### src/rtl/adc_pack_pkg.sv
// Shared types and widths for the ADC I/Q stream packer.
package adc_pack_pkg;

   typedef enum logic [1:0] {
      IDLE  = 2'd0,
      ARMED = 2'd1,
      RUN   = 2'd2
   } state_e;

   localparam int SAMPLE_W = 32;
   localparam int WORD_W   = 2 * SAMPLE_W;
   localparam int OVF_W    = 32;

endpackage

### src/rtl/adc_pack_fifo.sv
// Synchronous first-word-fall-through FIFO; the head word and valid come
// straight from flops, so there is no input-to-output combinational path.
module adc_pack_fifo #(
   parameter int DEPTH = 4,
   parameter int WIDTH = 64
) (
   input  logic             clk_i,
   input  logic             rst_ni,
   input  logic             push_i,
   input  logic [WIDTH-1:0] data_i,
   input  logic             pop_i,
   output logic [WIDTH-1:0] data_o,
   output logic             valid_o,
   output logic             full_o,
   output logic             empty_o
);

   localparam int AW = (DEPTH > 1) ? $clog2(DEPTH) : 1;

   logic [WIDTH-1:0] mem_q [DEPTH];
   logic [AW:0]      wr_ptr_q;
   logic [AW:0]      rd_ptr_q;
   logic             do_pop;
   logic             do_push;

   // Extra pointer MSB distinguishes full from empty when the indices match.
   assign empty_o = (wr_ptr_q == rd_ptr_q);
   assign full_o  = (wr_ptr_q[AW] != rd_ptr_q[AW]) &&
                    (wr_ptr_q[AW-1:0] == rd_ptr_q[AW-1:0]);
   assign do_pop  = pop_i & ~empty_o;
   assign do_push = push_i & (~full_o | do_pop);
   assign valid_o = ~empty_o;
   assign data_o  = empty_o ? '0 : mem_q[rd_ptr_q[AW-1:0]];

   always_ff @(posedge clk_i or negedge rst_ni) begin
      if (!rst_ni) begin
         wr_ptr_q <= '0;
         rd_ptr_q <= '0;
      end else begin
         if (do_push) wr_ptr_q <= wr_ptr_q + {{AW{1'b0}}, 1'b1};
         if (do_pop)  rd_ptr_q <= rd_ptr_q + {{AW{1'b0}}, 1'b1};
      end
   end

   generate
      for (genvar gi = 0; gi < DEPTH; gi++) begin : g_mem
         always_ff @(posedge clk_i) begin
            if (do_push && (wr_ptr_q[AW-1:0] == AW'(gi))) mem_q[gi] <= data_i;
         end
      end
   endgenerate

endmodule

### src/rtl/adc_stream_packer.sv
// Packs pairs of 32-bit ADC I/Q samples into 64-bit AXIS words, gated by a
// PPS-armed capture FSM, with a small output FIFO and drop counter.
module adc_stream_packer
   import adc_pack_pkg::*;
#(
   parameter int C_S00_AXIS_TDATA_WIDTH = SAMPLE_W,
   parameter int C_M00_AXIS_TDATA_WIDTH = WORD_W,
   parameter int FIFO_DEPTH             = 4
) (
   input  logic                              s01_axis_aclk,
   input  logic                              s01_axis_aresetn,
   input  logic [C_S00_AXIS_TDATA_WIDTH-1:0] s00_axis_tdata,
   input  logic                              s00_axis_tvalid,
   output logic                              s00_axis_tready,
   input  logic                              enable,
   input  logic                              test_mode,
   input  logic                              pps_comp,
   output logic [C_M00_AXIS_TDATA_WIDTH-1:0] m00_axis_tdata,
   output logic                              m00_axis_tvalid,
   input  logic                              m00_axis_tready,
   output logic [OVF_W-1:0]                  overflow_count,
   output logic [1:0]                        state_o
);

   logic pps_meta_q, pps_sync_q, pps_prev_q, pps_rise_q;
   logic tready_q;

   state_e state_q, state_d;
   logic   run_entry, arm_entry, accept;

   logic                              phase_q;
   logic [C_S00_AXIS_TDATA_WIDTH-1:0] hold_q;
   logic [C_M00_AXIS_TDATA_WIDTH-1:0] word_q;
   logic                              push_q;
   logic [C_M00_AXIS_TDATA_WIDTH-1:0] pattern_q;
   logic [OVF_W-1:0]                  ovf_q;

   logic fifo_full, fifo_empty, fifo_valid, fifo_pop, drop;

   // Two-flop synchroniser followed by a registered rising-edge pulse.
   always_ff @(posedge s01_axis_aclk or negedge s01_axis_aresetn) begin
      if (!s01_axis_aresetn) begin
         pps_meta_q <= 1'b0;
         pps_sync_q <= 1'b0;
         pps_prev_q <= 1'b0;
         pps_rise_q <= 1'b0;
         tready_q   <= 1'b0;
      end else begin
         pps_meta_q <= pps_comp;
         pps_sync_q <= pps_meta_q;
         pps_prev_q <= pps_sync_q;
         pps_rise_q <= pps_sync_q & ~pps_prev_q;
         tready_q   <= 1'b1;
      end
   end

   always_ff @(posedge s01_axis_aclk or negedge s01_axis_aresetn) begin
      if (!s01_axis_aresetn) state_q <= IDLE;
      else                   state_q <= state_d;
   end

   always_comb begin
      state_d = state_q;
      unique case (state_q)
         IDLE:    if (enable) state_d = ARMED;
         ARMED:   if (pps_rise_q) state_d = RUN;
         RUN:     state_d = RUN;
         default: state_d = IDLE;
      endcase
      // Disable wins over a coincident PPS edge.
      if (!enable) state_d = IDLE;
   end

   assign run_entry = (state_q != RUN) && (state_d == RUN);
   assign arm_entry = (state_q == IDLE) && (state_d == ARMED);
   assign accept    = (state_q == RUN) && s00_axis_tvalid;

   // A stale half word left over from the previous run is dropped by
   // clearing the phase on the next RUN entry.
   always_ff @(posedge s01_axis_aclk or negedge s01_axis_aresetn) begin
      if (!s01_axis_aresetn) begin
         phase_q   <= 1'b0;
         hold_q    <= '0;
         word_q    <= '0;
         push_q    <= 1'b0;
         pattern_q <= '0;
      end else begin
         push_q <= 1'b0;
         if (run_entry) begin
            phase_q   <= 1'b0;
            pattern_q <= '0;
         end else if (accept) begin
            if (!phase_q) begin
               hold_q  <= s00_axis_tdata;
               phase_q <= 1'b1;
            end else begin
               phase_q   <= 1'b0;
               push_q    <= 1'b1;
               word_q    <= test_mode ? pattern_q : {s00_axis_tdata, hold_q};
               pattern_q <= pattern_q + 1'b1;
            end
         end
      end
   end

   assign fifo_pop = ~fifo_empty & m00_axis_tready;
   assign drop     = push_q & fifo_full & ~fifo_pop;

   always_ff @(posedge s01_axis_aclk or negedge s01_axis_aresetn) begin
      if (!s01_axis_aresetn)            ovf_q <= '0;
      else if (arm_entry)               ovf_q <= '0;
      else if (drop && (ovf_q != '1))   ovf_q <= ovf_q + 1'b1;
   end

   adc_pack_fifo #(
      .DEPTH (FIFO_DEPTH),
      .WIDTH (C_M00_AXIS_TDATA_WIDTH)
   ) u_fifo (
      .clk_i   (s01_axis_aclk),
      .rst_ni  (s01_axis_aresetn),
      .push_i  (push_q),
      .data_i  (word_q),
      .pop_i   (m00_axis_tready),
      .data_o  (m00_axis_tdata),
      .valid_o (fifo_valid),
      .full_o  (fifo_full),
      .empty_o (fifo_empty)
   );

   assign m00_axis_tvalid = fifo_valid;
   assign s00_axis_tready = tready_q;
   assign overflow_count  = ovf_q;
   assign state_o         = state_q;

endmodule

### config.mk
export PLATFORM = sky130hd
export DESIGN_NAME = adc_stream_packer
export DESIGN_NICKNAME = d
export VERILOG_FILES = /design/src/rtl/adc_pack_pkg.sv /design/src/rtl/adc_pack_fifo.sv /design/src/rtl/adc_stream_packer.sv
export SDC_FILE = /design/constraint.sdc
export NUM_CORES = 1
export LEC_CHECK = 0
export CAP_MARGIN = 10
export CORE_ASPECT_RATIO = 1.1
export CORE_UTILIZATION = 55
export CTS_CLUSTER_SIZE = 8
export DETAILED_ROUTE_END_ITERATION = 16
export PLACE_DENSITY = 0.75
export SLEW_MARGIN = 20
export SYNTH_ARGS = -nofsm -noshare
export SYNTH_HDL_FRONTEND = slang
export SYNTH_SLANG_ARGS = --single-unit
### constraint.sdc
create_clock -name s01_axis_aclk -period 4.62 [get_ports s01_axis_aclk]
set_input_delay 1.386 -clock s01_axis_aclk [delete_from_list [all_inputs] [get_ports s01_axis_aclk]]
set_output_delay 1.386 -clock s01_axis_aclk [all_outputs]
set_load 0.05 [all_outputs]
Word level (Yosys, flattened, before mapping)
Memory sizes are Yosys's and may differ from the RTL's.
Index checks and enable logic that the tools add are counted.
Widths: inputs -> output; s select.
{ "word_totals": {"regBits": 207, "ramBits": 256, "input_bits": 39, "out_inout_bits": 100, "elab_cells": 96, "n_memories": 1} }
{ "memory_table": {"columns": ["name", "depth", "width", "rd", "rd_ports_with_merged_regs", "write_ports", "line_no", "rtl"], "rows": [
  ["u_fifo.mem_q", 4, 64, 1, 0, 1, "adc_pack_fifo.sv:20", "logic [WIDTH-1:0] mem_q [DEPTH];"]
]} }
{ "classes": {"n_addsub": 4, "n_eq_ne": 12, "mux": 33, "bitwise_logic": 12, "n_reduce_logical": 20} }
{ "op_table": {"columns": ["operator", "n"], "rows": [
  ["$mux 64", 8],
  ["$reduce_or 64->1", 3],
  ["$add 64x1->64 const B", 1],
  ["$mux 32", 2],
  ["$add 32x1->32 const B", 1],
  ["$ne 32x32->1 const B", 1],
  ["$mux 1", 17],
  ["$mux 2", 5],
  ["$logic_and 1x1->1", 9],
  ["$eq 2x2->1 const B", 4],
  ["$add 3x1->3 const B", 2],
  ["$eq 2x1->1 const B", 3],
  ["$not 1->1", 6],
  ["$pmux 2 s3", 1],
  ["$reduce_and 3->1", 2],
  ["$reduce_bool 2->1", 3],
  ["$and 1x1->1", 5],
  ["$logic_not 2->1", 2],
  ["$eq 3x3->1", 1],
  ["$eq 2x2->1", 1],
  ["$ne 2x2->1 const B", 1],
  ["$reduce_and 2->1", 1],
  ["$ne 1x1->1", 1],
  ["$or 1x1->1", 1]
]} }

Longest topological paths before layout
Gate-level depths: netlist of the first run.
{ "depth": {"depth_word": 12, "ltp_mapped": 8, "mapped_depth_nobuf": 6} }

By module
A second synthesis of the first run with hierarchy kept.
{ "unflattened": {"hier_cells": 1378, "area_unflattened_um2": 19712.7} }
{ "by_module_without_submodules": {"columns": ["module", "n_inst", "cells_each", "area_each_um2", "seq_area_each_um2"], "rows": [
  ["adc_pack_fifo", 1, 441, 10082.2, 7837.5],
  ["adc_stream_packer", 1, 937, 9630.5, 5029.8]
]} }

Worst setup path before layout of the first run
OpenSTA, ideal clock, no wires.
{ "synth_timing": {"path_kind": "input -> register", "startpoint": "in m00_axis_tready", "endpoint": "mem u_fifo.mem_q[3][0] (enable)", "setup_ns": 0.431, "arrival_ns": 3.341, "required_ns": 4.189, "slack_ns": 0.848, "stages": 3, "path_buffers": 1, "cell_sequence": "or4_4 -> clkbuf_1 -> and3_1"} }
{ "synth_between": {"elab_chain_len": 10, "word_cells_on_any_way": 24, "cone_classes": "mux: 14; bitwise: 3; reduce/logical: 7"} }
{ "synth_rtl": {"columns": ["item", "line_no", "rtl"], "rows": [
  ["start, declared", "adc_stream_packer.sv:20", "input logic m00_axis_tready,"],
  ["$and 1x1->1 (*)", "adc_pack_fifo.sv:30", "assign do_pop = pop_i & ~empty_o;"],
  ["$or 1x1->1 (*)", "adc_pack_fifo.sv:31", "assign do_push = push_i & (~full_o | do_pop);"],
  ["$and 1x1->1 (*)", "adc_pack_fifo.sv:31", null],
  ["$logic_and 1x1->1", "adc_pack_fifo.sv:48", "if (do_push && (wr_ptr_q[AW-1:0] == AW'(gi))) mem_q[gi] <= data_i;"],
  ["$mux 1", "adc_pack_fifo.sv:48", null],
  ["$mux 1 (implied by the code)", "adc_pack_fifo.sv:48", null],
  ["$reduce_or 64->1 (no source line)", null, null],
  ["$mux 2 (no source line) / $mux 1 (equally long branches) (3 in a row)", null, null],
  ["end, declared", "adc_pack_fifo.sv:20", null]
]} }
Every way passes the cells marked *; elsewhere a longest branch is shown, timed or not.

Worst setup path in the final report of the first run
{ "layout_timing": {"startpoint": "reg u_fifo.rd_ptr_q[0]", "endpoint": "out m00_axis_tdata[58]"} }
{ "layout_between": {"elab_chain_len": 2, "word_cells_on_any_way": 3, "cone_classes": "eq/ne: 1; mux: 1; memory: 1"} }
{ "layout_rtl": {"columns": ["item", "line_no", "rtl"], "rows": [
  ["start, declared", "adc_pack_fifo.sv:22", "logic [AW:0] rd_ptr_q;"],
  ["start signal, assigned", "adc_pack_fifo.sv:41", "if (do_pop) rd_ptr_q <= rd_ptr_q + {{AW{1'b0}}, 1'b1};"],
  ["$mem_v2 4x64 / $eq 3x3->1 (equally long branches)", null, null],
  ["$mux 64 (*)", "adc_pack_fifo.sv:33", "assign data_o = empty_o ? '0 : mem_q[rd_ptr_q[AW-1:0]];"],
  ["end, declared", "adc_stream_packer.sv:18", "output logic [C_M00_AXIS_TDATA_WIDTH-1:0] m00_axis_tdata,"]
]} }
Marks and branches as above.

==> impl_metrics.yaml, run 1 <==
clock_tree:
  htreeDepth: 3
  cts_setup_buffers: 0
  cts_root_buffer: "clkbuf_16"
  cts_buffers: 67
  insertion_delay_ps: 560
  clk_pin_slew_ps: 50
  cts_hold_buf: 0
  cts.path.max_buffers: 3
  cts_tree: "yes"
  clkSinkCount: 463
  post_cts_resize_count: 0
timing:
  fmaxAchievable_mhz: 233.5
  slew_violations: 0
  finalSetupViolations: 0
  rsz0062_at_grt: "false"
  post-route-min-period_ps: 4283
  worst_slew_pin_slew_ps: 1121
  hold_ws_ps: 341.2
  setup_tns_ps: 0
  finalCritPeriodShare: 0.9270
  finalHoldViolations: 0
  slew_headroom: 0.2455
  skew_ps: 23.32
  layout_setup_ws_ps: 337.2
finish:
  final_util: 0.6689
  antenna_cells: 0
  final_cell_mix: "256 x edfxtp_1, 205 x dfrtp_1, 122 x clkdlybuf4s50_1"
  design_area_sq_mm: 0.02350
  multiInputGateArea_sq_mm: 0.006384
  final_common_cell: "edfxtp_1"
  final_nets: 1590
  syn_to_final_growth_pct: 20.04
  fillCellCount: 2450
  layout-drive-gt1-share: 0.1433
  final_cell_count_no_fill: 2035
  seq_area_sq_mm: 0.01287
global_route:
  met2_usage: 0.4249
  met1_usage: 0.3109
  grt_use_total: 0.2461
  grt-busiest-layer: "met2"
  grt_pass1_wl_um: 68230
  grt_pass1_vias: 12550
  grtUsageMet3: 0.04536
  grt_max_degree: 138
  grt_overflow: 0
  antenna_found_initial: 1
critical_path:
  cp-start-kind: "flop"
  worstSetupStartpoint: "u_fifo.rd_ptr_q[0]$_DFFE_PN0P_"
  path_max_fanout: 25
  max_stage_delay_ps: 700
  arrival_ps: 2900
  crit_slowest_cell: "clkdlybuf4s50_1"
  end_kind: "output pin"
  worstPathRequired_ps: 3230
  reg2reg_from: "pattern_q[0]$_DFFE_PN0P_"
  critical_path_class: "flop to output pin"
  worstPathCellList: "buf_12 -> mux4_2 -> nor2b_1 -> clkdlybuf4s50_1"
worst_hold_path:
  hp-start: "pps_meta_q$_DFF_PN0_"
  hold_path.class: "flop to flop"
route:
  wl_um: 43390
  drt_iter0_markers: 945
  drt-pass1-iter-count: 7
  vias_per_cell: 6.031
  drtAntennaViolNets: 0
  via_count: 12270
  routedWlPerCell_um: 21.32
  drc: 0
pwr:
  total_power_mw: 13.30
  swShare: 0.3251
  p_per_area_mw_per_mm2: 566.1
  pwr-share-clk: 0.339
  p_sw_mw: 4.326
  leakage_nw: 8.778
  p_int_mw: 8.978
  combPwrFrac: 0.296
  vdd_drop_max_mv: 0.3652
  seq_power_share: 0.365
floorplan:
  io_pins: 139
  rows: 72
  die-area_sq_mm: 0.03635
  die-width_um: 181.9
  die_h_um: 199.9
  initial_core_util: 0.5572
  coreArea_sq_mm: 0.03513
logic_synthesis:
  synth_edf_count: 256
  synth_top_area_share: 0.3927
  syn_nets: 1437
  netlist_area_sq_mm: 0.01958
  yosysUniqueCellTypes: 45
  ys_ff_latch: 463
  yosys.area.top_type: "edfxtp_1"
  synth_seq_area_share: 0.6573
  synth_warnings: 0
  synthFlopType: "edfxtp_1"
  synth.avg_cell_area_sq_um: 14.07
  async_flop_share: 0.4471
  synth_area_leaders: "edfxtp_1 39%, dfrtp_1 26%, mux4_2 7.4%"
  syn_inst: 1391
place:
  port_buffers: 138
  gp_congestion: 0.8510
  hpwl_um: 26710
  placed_area_sq_mm: 0.02155
  place_inst: 1919
  post-place-ws_ps: 608.9
outcome:
  status: "finished, final reports clean"
run:
  timing.max_cap.violations: 0
==> path summary, 6_finish.rpt <==
kind,end,slack [ps],depth (start not counted)
max,m00_axis_tdata[58],340,4
min reg2reg,pps_sync_q$_DFF_PN0_,340,0
min,pps_sync_q$_DFF_PN0_,340,0
max in group asynchronous,word_q[40]$_DFFE_PN0P_,2830,2
min in group asynchronous,overflow_count[21]$_DFFE_PN0P_,920,1
max reg2reg,pattern_q[40]$_DFFE_PN0P_,1630,6
==> metal layers <==
metal | vias up | part of all wire
li1 | 5597 | -
met1 | 6252 | 0.41
met2 | 346 | 0.51
met3 | 77 | 0.052
met4 | 2 | 0.029
met5 | - | 0.00030
==> power by group through the flow <==
stage,combinational (mW),clock (mW),sequential [mW]
2_1_floorplan,2.80,0,4.81
3_3_place_gp,3.96,0,4.91
3_5_place_dp,3.98,0,4.93
4_1_cts,4.00,4.58,4.86
5_1_grt,4.15,4.75,4.89
6_report,3.94,4.51,4.86
==> state kept, by name, indices dropped and copies added, names as in the netlist, 2 cells and up <==
name and flops:
hold_q 32, overflow_count 32, pattern_q 64, state_o 2, u_fifo.mem_q 256, u_fifo.rd_ptr_q 3
u_fifo.wr_ptr_q 3, word_q 64
==> cell usage after synthesis, types with 2 or more instances <==
library cell  instances
nand2b_1              3
xor2_1               25
or2_2                 3
ha_1                  7
nor4_1               11
a21oi_1              56
mux2_2               34
o211ai_1              7
and4_1                7
mux2i_1              65
o31a_1                2
buf_1                17
inv_1                15
a31oi_1               2
or3_1                25
o31ai_1              36
o21a_1                5
nor2b_1              65
nand3_1              41
dfrtp_1             207
and3_1               13
mux4_2               64
edfxtp_1            256
and2_1                4
nor3b_1               2
xnor2_1              10
nand4_1              36
nor3_1               17
o21ai_0              81
or4_1                44
nor2_1               40
clkbuf_1             59
or4_4                 2
nand2_1             118
nand4b_1              2
==> cells by family after synthesis <==
family                     Yosys count  synth area share
buffers and inverters               93           0.01828
muxes                              163            0.1264
other                                1         0.0001915
DFF                                463            0.6573
adders and majority gates            7          0.004473
and+or+nand+nor                    436            0.1211
AOI/OAI and AO/OA                  193           0.05663
xor gates and xnor gates            35           0.01566
==> critical path: cells and delay by family, from the launching register on <==
family | cells | cell delay [ps]
buf+inv | 2 | 980
flops | 1 | 610
mux | 1 | 590
simple gates | 1 | 160
==> cell type report <==
| class | instances | area share |
|---|---|---|
| Sequential cell | 463 | 0.5478 |
| Multi-Input combinational cell | 835 | 0.2716 |
| Clock buffer | 115 | 0.08263 |
| Timing Repair Buffer | 162 | 0.07156 |
| Tap cell | 444 | 0.02364 |
| Inverter | 15 | 0.002396 |
| Clock inverter | 1 | 0.0003727 |
(Power assumes the default switching activity.)
==> inputs of run 2 (changes only) <==
--- a/config.mk
+++ b/config.mk
@@ -7,10 +7,9 @@
 export LEC_CHECK = 0
 export CAP_MARGIN = 10
 export CORE_ASPECT_RATIO = 1.1
-export CORE_UTILIZATION = 55
+export CORE_UTILIZATION = 25
 export CTS_CLUSTER_SIZE = 8
 export DETAILED_ROUTE_END_ITERATION = 16
-export PLACE_DENSITY = 0.75
 export SLEW_MARGIN = 20
 export SYNTH_ARGS = -nofsm -noshare
 export SYNTH_HDL_FRONTEND = slang
==> constraint.sdc (replaced) <==
create_clock -name s01_axis_aclk -period 4.62 [get_ports s01_axis_aclk]
set_input_delay 1.386 -clock s01_axis_aclk [delete_from_list [all_inputs] [get_ports s01_axis_aclk]]
set_output_delay 1.386 -clock s01_axis_aclk [all_outputs]
set_load 0.02 [all_outputs]
==> impl_metrics.yaml, run 2 (synthesized netlist as in run 1, its figures left out) <==
outcome:
  status: "finished, final reports clean"
finish:
  layout-drive-gt1-share: 0.1367
  final_common_cell: "edfxtp_1"
  final_cell_mix: "256 x edfxtp_1, 205 x dfrtp_1, 136 x clkdlybuf4s50_1"
  regMostFlops: "u_fifo.mem_q"
  top_regs: "u_fifo.mem_q x256, pattern_q x64, word_q x64"
  largest_reg_flops: 256
  design_area_sq_mm: 0.02435
  final_nets: 1590
  syn_to_final_growth_pct: 24.39
place:
  hpwl_um: 31300
  placed_area_sq_mm: 0.02224
  post-place-ws_ps: 604.6
  port_buffers: 138
  gp_congestion: 0.7989
critical_path:
  reg2reg_slack_ps: 1740
  rr_endpoint: "pattern_q[57]$_DFFE_PN0P_"
  path_max_fanout: 64
  cp-start-kind: "flop"
  critical_path_class: "flop to output pin"
  worstPathRequired_ps: 3230
  end_kind: "output pin"
  reg2regPathDepth: 5
  reg2reg_from: "pattern_q[25]$_DFFE_PN0P_"
  arrival_ps: 2890
route:
  via_count: 12230
  drc: 0
  drt_iter0_markers: 774
  drt-pass1-iter-count: 5
  routedWlPerCell_um: 18.58
  drtAntennaViolNets: 0
  vias_per_cell: 4.649
  wl_um: 48880
timing:
  slew_headroom: 0.2499
  finalHoldViolations: 0
  finalSetupViolations: 0
  fmaxAchievable_mhz: 234.0
  rsz0062_at_grt: "false"
  setup_tns_ps: 0
  hold_ws_ps: 344.4
  layout_setup_ws_ps: 346.9
  finalCritPeriodShare: 0.9249
  post-route-min-period_ps: 4273
  worst_slew_pin_slew_ps: 1125
  skew_ps: 28.25
  slew_violations: 0
clock_tree:
  clk_pin_slew_ps: 50
  cts_hold_buf: 0
  clkSinkCount: 463
  cts_buffers: 68
  cts_setup_buffers: 0
  htreeDepth: 3
  post_cts_resize_count: 0
  cts_tree: "yes"
  insertion_delay_ps: 600
  cts_root_buffer: "clkbuf_16"
  cts.path.max_buffers: 3
global_route:
  grt_use_total: 0.1251
  antenna_found_initial: 11
  grt_overflow: 0
  grt_pass1_wl_um: 75580
  grt_pass1_vias: 12690
  grt_max_degree: 115
floorplan:
  initial_core_util: 0.2526
  io_pins: 139
  die-width_um: 268.8
  rows: 107
  die-area_sq_mm: 0.07943
  die_h_um: 295.5
  coreArea_sq_mm: 0.07752
worst_hold_path:
  hp-start: "pps_meta_q$_DFF_PN0_"
  hold_path.class: "flop to flop"
  hold_path_depth: 0
  holdPathEnd: "pps_sync_q$_DFF_PN0_"
pwr:
  leakage_nw: 8.801
  vdd_drop_max_mv: 0.4258
  p_per_area_mw_per_mm2: 522.4
run:
  timing.max_cap.violations: 0
## run 2: area by class of cell
| cell class | instances | area [sq um] |
|---|---|---|
| Antenna cell | 1 | 2.502 |
| Clock buffer | 114 | 1917 |
| Clock inverter | 7 | 162.7 |
| Fill cell | 7623 | 53160 |
| Inverter | 15 | 56.30 |
| Multi-Input combinational cell | 835 | 6384 |
| Sequential cell | 463 | 12870 |
| Tap cell | 1035 | 1295 |
| Timing Repair Buffer | 161 | 1664 |
## run 2: power breakdown
part	total [mW]	switching (mW)	leakage, nW	internal, mW
registers	4.82	0.192	5.13	4.62
logic	3.14	1.60	2.68	1.55
clock network	4.76	1.81	0.988	2.95
total	12.7	3.60	8.80	9.12
## run 2: metrics by stage
step,power (mW),utilization,instances
global placement,8.149,0.2869,2508
CTS,13.01,0.3138,2629
global route,13.32,0.3141,2630
detailed placement,8.179,0.2869,2508
floorplan,6.675,-,1391
finish,12.72,0.3142,2631
## run 2: how the worst max path moves through the flow
stage | from | end | slack (ps) | depth (start not counted)
floorplan | m00_axis_tready | u_fifo.mem_q[3][0]$_DFFE_PP_ | 850 | 3
global placement | m00_axis_tready | overflow_count[27]$_DFFE_PN0P_ | 650 | 5
CTS | u_fifo.rd_ptr_q[0]$_DFFE_PN0P_ | m00_axis_tdata[57] | 220 | 4
detailed placement | m00_axis_tready | overflow_count[15]$_DFFE_PN0P_ | 600 | 5
finish | u_fifo.rd_ptr_q[0]$_DFFE_PN0P_ | m00_axis_tdata[20] | 350 | 4
global route | u_fifo.rd_ptr_q[0]$_DFFE_PN0P_ | m00_axis_tdata[22] | 180 | 4
## run 2: critical path, stage by stage (launching register included)
cell	delay (ps)
dfrtp_4	450
buf_12	450
mux4_2	620
nor2b_1	160
clkdlybuf4s50_1	560
## run 2: layer usage
layer	wire [um]	GRT usage	vias up
met3	2783	0.03465	79
met1	20420	0.1531	6241
li1	-	-	5615
met5	140	0	-
met2	24710	0.2144	275
met4	831	0.03492	22
